## src/rtl/print_arbiter.sv

```systemverilog
// print_arbiter
// Round-robin arbiter sharing one character printer among NREQ requesters.
// A grant is held for a whole message, until the character flagged last is
// accepted by the printer.
// Optional watchdog (macro PRINT_ARBITER_WATCHDOG_EN): reclaims the printer
// after TIMEOUT cycles in which the owner has no valid character.
//
//   state   | meaning
//   --------+-------------------------------------------
//   ST_IDLE | no owner; arbitrate among req_valid
//   ST_XFER | printer locked to r_owner until last/abort
module print_arbiter #(
    parameter int NREQ    = 4,
    parameter int DATA_W  = 8,
    parameter int TIMEOUT = 1023
) (
    input  logic                     clk,
    input  logic                     rst,
    input  logic [NREQ-1:0]          req_valid,
    input  logic [NREQ*DATA_W-1:0]   req_data,
    input  logic [NREQ-1:0]          req_last,
    output logic [NREQ-1:0]          req_ready,
    output logic                     pr_valid,
    output logic [DATA_W-1:0]        pr_data,
    input  logic                     pr_ready,
    output logic [NREQ-1:0]          grant,
    output logic                     busy,
    output logic                     abort
);

    localparam int IDX_W = (NREQ > 1) ? $clog2(NREQ) : 1;

    typedef enum logic {ST_IDLE, ST_XFER} state_t;

    state_t            r_state;
    state_t            w_state_nxt;
    logic [IDX_W-1:0]  r_owner;
    logic [IDX_W-1:0]  w_owner_nxt;
    logic [IDX_W-1:0]  r_rr_ptr;
    logic [IDX_W-1:0]  w_rr_ptr_nxt;
    logic [NREQ-1:0]   r_grant;
    logic [NREQ-1:0]   w_grant_nxt;
    logic              r_abort;
    logic              w_abort_nxt;

    logic              w_pick_found;
    logic [IDX_W-1:0]  w_pick;
    logic [IDX_W:0]    w_scan;
    logic              w_own_valid;
    logic              w_own_last;
    logic              w_xfer;
    logic              w_timeout;

    assign w_own_valid = req_valid[r_owner];
    assign w_own_last  = req_last[r_owner];
    assign w_xfer      = (r_state == ST_XFER) && w_own_valid && pr_ready;

    // Round-robin pick: first valid lane after the last served one, wrapping.
    always_comb begin
        w_pick_found = 1'b0;
        w_pick       = '0;
        w_scan       = '0;
        for (int k = 1; k <= NREQ; k++) begin
            w_scan = {1'b0, r_rr_ptr} + (IDX_W+1)'(k);
            if (w_scan >= (IDX_W+1)'(NREQ))
                w_scan = w_scan - (IDX_W+1)'(NREQ);
            if (!w_pick_found && req_valid[w_scan[IDX_W-1:0]]) begin
                w_pick_found = 1'b1;
                w_pick       = w_scan[IDX_W-1:0];
            end
        end
    end

`ifdef PRINT_ARBITER_WATCHDOG_EN
    localparam int WD_W = $clog2(TIMEOUT + 1);

    logic [WD_W-1:0] r_wd_cnt;

    // Count consecutive owner-idle cycles; printer backpressure does not count.
    always_ff @(posedge clk) begin
        if (rst || (r_state != ST_XFER) || w_own_valid)
            r_wd_cnt <= '0;
        else
            r_wd_cnt <= r_wd_cnt + WD_W'(1);
    end

    // Fires on the cycle in which the count would reach TIMEOUT.
    assign w_timeout = (r_state == ST_XFER) && !w_own_valid &&
                       (r_wd_cnt == WD_W'(TIMEOUT - 1));
`else
    assign w_timeout = 1'b0;
`endif

    // State register with synchronous reset.
    always_ff @(posedge clk) begin
        if (rst) begin
            r_state  <= ST_IDLE;
            r_owner  <= '0;
            r_rr_ptr <= IDX_W'(NREQ - 1);
            r_grant  <= '0;
            r_abort  <= 1'b0;
        end else begin
            r_state  <= w_state_nxt;
            r_owner  <= w_owner_nxt;
            r_rr_ptr <= w_rr_ptr_nxt;
            r_grant  <= w_grant_nxt;
            r_abort  <= w_abort_nxt;
        end
    end

    // Next-state logic: lock on arbitration, release on last transfer or abort.
    always_comb begin
        w_state_nxt  = r_state;
        w_owner_nxt  = r_owner;
        w_rr_ptr_nxt = r_rr_ptr;
        w_grant_nxt  = r_grant;
        w_abort_nxt  = 1'b0;
        case (r_state)
            ST_IDLE: begin
                if (w_pick_found) begin
                    w_state_nxt = ST_XFER;
                    w_owner_nxt = w_pick;
                    w_grant_nxt = {{(NREQ-1){1'b0}}, 1'b1} << w_pick;
                end
            end
            ST_XFER: begin
                if ((w_xfer && w_own_last) || w_timeout) begin
                    w_state_nxt  = ST_IDLE;
                    w_rr_ptr_nxt = r_owner;
                    w_grant_nxt  = '0;
                    w_abort_nxt  = w_timeout;
                end
            end
            default: begin
                w_state_nxt = ST_IDLE;
                w_grant_nxt = '0;
            end
        endcase
    end

    // Output mux: only the owner's lane reaches the printer.
    always_comb begin
        req_ready = '0;
        pr_valid  = 1'b0;
        pr_data   = '0;
        if (r_state == ST_XFER) begin
            pr_valid           = w_own_valid;
            pr_data            = req_data[int'(r_owner)*DATA_W +: DATA_W];
            req_ready[r_owner] = pr_ready;
        end
    end

    assign grant = r_grant;
    assign busy  = (r_state == ST_XFER);
    assign abort = r_abort;

endmodule

```

## config.mk

```make
export PLATFORM = sky130hd
export DESIGN_NAME = print_arbiter
export DESIGN_NICKNAME = d
export VERILOG_FILES = /design/src/rtl/print_arbiter.sv
export SDC_FILE = /design/constraint.sdc
export NUM_CORES = 1
export LEC_CHECK = 0
export ABC_AREA = 1
export ABC_CLOCK_PERIOD_IN_PS = 1600
export BUFFER_PORTS_ARGS = -buffer_cell sky130_fd_sc_hd__clkbuf_2
export CAP_MARGIN = 40
export CORE_ASPECT_RATIO = 1.4
export CORE_MARGIN = 4
export CORE_UTILIZATION = 33
export CTS_BUF_LIST = sky130_fd_sc_hd__clkbuf_16
export DETAILED_ROUTE_END_ITERATION = 8
export GPL_ROUTABILITY_DRIVEN = 0
export PLACE_DENSITY_LB_ADDON = 0.1
export SYNTH_ARGS = -nofsm -noshare
export SYNTH_HDL_FRONTEND = slang
export SYNTH_SLANG_ARGS = --single-unit
```

## constraint.sdc

```tcl
create_clock -name clk -period 1.6 [get_ports clk]
set_clock_uncertainty 0.2 [all_clocks]
set_input_delay 0.16 -clock clk [delete_from_list [all_inputs] [get_ports clk]]
set_output_delay 0.16 -clock clk [all_outputs]
set_load 0.05 [all_outputs]
```

==> impl_summary.md <==
Routing
The total DRC errors in the routed layout is 0. In this run, the number of DRC markers left after iteration 0 of detailed routing was 31. The highest metal layer with signal wires is met4. The total routed wire length on the met1 layer is about 1.7 mm.

The routed length on met2 is between 2 and 3 mm. For this block, the routed nets add up to slightly above 5 mm of wire. The average wire per standard cell is about 17 um.

In the routed layout, each cell is associated on average with a via count of around 5.4. Once detail routing completed, the nets flagged for antenna violations numbered 0. The number of optimization iterations in the first detailed-route pass is 4. The routed design uses around 220 um of met3 wire. Across all layers, the routed design uses roughly 1600 vias.

Floorplan
The placeable core area is about 3200 um^2. Once the floorplan was initialized, standard cells occupied between 30% and 40% of the core. The floorplan has 24 rows. The area of the die is approximately 4300 um^2. The top-level port count is 62. The horizontal die dimension is about 57 um.

The vertical die dimension is approximately 76 um.

GRT
The wire length of the first global-routing pass is 7.686 mm. The maximum number of pins on one net before global-route repair is 10. The aggregate global-route resource usage is 22.08%. The total grt overflow is 0. The via count of the first global-routing pass is ~1800. The initial antenna violation count is 0.

STA
The number of endpoints with negative hold slack in the final report came to 0. Counting I/O delays and the setup requirement, the final critical path takes about 1800 ps. The peak clock frequency supported by timing is ~570 MHz. The total count of max-transition violations in the final report is 0. Setup repair after global routing could not meet its margin everywhere. After layout, the worst setup slack is -161.3 ps. After layout, the worst path uses 110.1% of the clock period. The number of setup violations in the final report is 19.

Worst setup path
In this run the worst path has a maximum fanout of 6. The critical path is of the reg -> out type. STA puts the critical path data arrival time at between 1000 and 1500 ps. STA classifies the critical path endpoint as an output pin.

The startpoint type of the worst setup path is a register. At the worst endpoint, the required time is about 1200 ps.

Cells and area
Of the cells placed in the final design, the portion with a size suffix greater than 1 is between 70% and 80%. The area growth from synthesis to final layout is 124.2%. The final instance count without filler cells is 300. Leaving out fill and tap cells, the most frequent cells in the layout are 47 x clkbuf_2, 26 x buf_4, 21 x nand2_4. The most common library cell in the layout ignoring fill and taps is clkbuf_2. The antenna cell count is 0. At the end of the flow, the number of nets in the layout was 305. The final instance area is 2466 um^2.

Synth
Counting every instance in the synthesized netlist gives roughly 170. The total of warnings raised by yosys is 0. The synthesized netlist occupies a cell area of between 1000 and 1500 um^2. Counting every net in the synthesized netlist gives 211. Each instance of the synthesized netlist takes up on average approximately 6.5 um^2. Synthesis inferred 9 register bits. After synthesis, flip-flops and latches occupy between 10% and 20% of the total area. The distinct cell type count after synthesis is 30.

Clocking
The number of clock buffers added by TritonCTS is 3. The deepest clock path buffer count is 2. The number of sinks handled by clock tree synthesis is 9.

The cell sitting at the root of the clock tree is a clkbuf_16. CTS built an H-tree with a depth of 1. The clock latency at the later pin of the worst-skew pair is 240 ps. The CTS tree is built. The clock transition at the registers of the reported paths is approximately 40 ps.

Worst hold path
The path class of the tightest hold or removal check is reg -> reg.

Pwr
Summed over all cells, the static leakage comes to around 1.1 nW. The areal power density over the cells is between 900 and 1000 nW/um^2. VDD sags by at most approximately 0.00071 V.

Placed design
Buffers placed on the I/O ports in this run total 60. After legalization and detailed placement, the total HPWL measured 3.217 mm. The placed instance count is roughly 280. After detailed placement, the total cell area comes to 1809 um^2.

Run
Across the run, the number of max-cap violations was 0.

Status
The checks that failed: setup timing. The flow ran to the end, but the final reports show violations.
synthesized netlist by cell type:
library cell,instances,area [um^2]
a21boi_1,1,7.510
a21oi_1,7,35.03
a22oi_1,8,60.06
a31oi_1,8,50.05
buf_1,1,3.750
buf_12,1,20.02
buf_2,4,20.02
buf_4,1,7.510
buf_6,2,22.52
conb_1,1,3.750
dfxtp_1,9,180.2
inv_1,12,45.04
inv_2,4,15.01
inv_4,1,6.260
nand2_1,33,123.9
nand2_2,3,18.77
nand2_4,13,146.4
nand3_1,32,160.2
nand3_2,1,10.01
nand3b_1,1,7.510
nand3b_4,1,20.02
nand4_1,3,18.77
nor2_1,10,37.54
nor2_2,1,6.260
nor2_8,1,20.02
nor3_1,1,5.000
o211ai_1,2,15.01
o21ai_0,1,5.000
o21ai_1,2,10.01
o22ai_1,3,18.77
worst paths after layout:
kind	startpoint	to	slack (ps)	cells past startpoint
setup / recovery	r_owner[0]	pr_data[7]	-160	5
hold / removal	grant[1]	grant[1]	280	2
setup reg to reg	r_owner[1]	grant[0]	-120	10
hold reg to reg	grant[1]	grant[1]	280	2
critical path, stage by stage (launching register included):
cell,delay [ps]
dfxtp_4,390
buf_6,160
buf_4,140
nand3_2,80
a31oi_4,220
buf_12,160
kinds of logic (layout without fill, tap and decap cells):
family / Yosys count / in the layout / share of synthesized area [%]
other: 1 / 1 / 0.3410
and+or+nand+nor: 100 / 100 / 52.22
buffers and inverters: 26 / 119 / 12.74
AOI/OAI and AO/OA: 32 / 32 / 18.32
DFF: 9 / 9 / 16.38
area by class of cell:
type | instances | area, um^2
multi-input combinational | 133 | 1260
timing repair buffer | 98 | 790.8
fill | 207 | 686.9
sequential | 9 | 196.4
inverter | 17 | 91.34
clock buffer | 3 | 75.07
tap | 39 | 48.80
clock inverter | 1 | 3.754
flip-flops by register name, summed over array words and instances (netlist names):
register / count
busy: 1
r_owner: 2
grant: 4
r_rr_ptr: 2
metrics by stage:
| stage | util [%] | TNS, ps | hold slack (ps) | power [mW] | worst slack (ps) |
|---|---|---|---|---|---|
| 2_1_floorplan | - | -407.8 | 19.36 | 1.062 | -54.72 |
| 3_3_place_gp | 57.38 | -450.0 | 200.8 | 1.424 | -97.97 |
| 3_5_place_dp | 57.38 | -886.2 | 202.4 | 1.442 | -145.1 |
| 4_1_cts | 71.94 | -1464 | 280.0 | 2.163 | -140.6 |
| 5_1_grt | 78.21 | -2791 | 300.8 | 2.442 | -189.2 |
| 6_report | 78.21 | -1939 | 280.5 | 2.347 | -161.3 |
repair_timing:
action | in CTS | in global routing
resized for setup | 75 | 47
cloned | 1 | 0
hold endpoints to repair | 5 | 0
buffers inserted | 11 | 2
setup endpoints to repair | 16 | 21
hold buffers | 1 | 0
pin swaps | 21 | 20
where the power goes:
part / internal (mW) / leakage (nW) / switching, mW
Sequential: 0.260 / 0.0752 / 0.0393
Clock: 0.328 / 0.0423 / 0.127
Combinational: 0.670 / 1.00 / 0.922
layer usage:
metal | track usage (%) | vias to the layer above
met4 | 10.67 | 0
met5 | 0 | -
met1 | 22.40 | 766
met3 | 3.051 | 20
li1 | - | 768
met2 | 42.36 | 62
(Power assumes the default switching activity.)
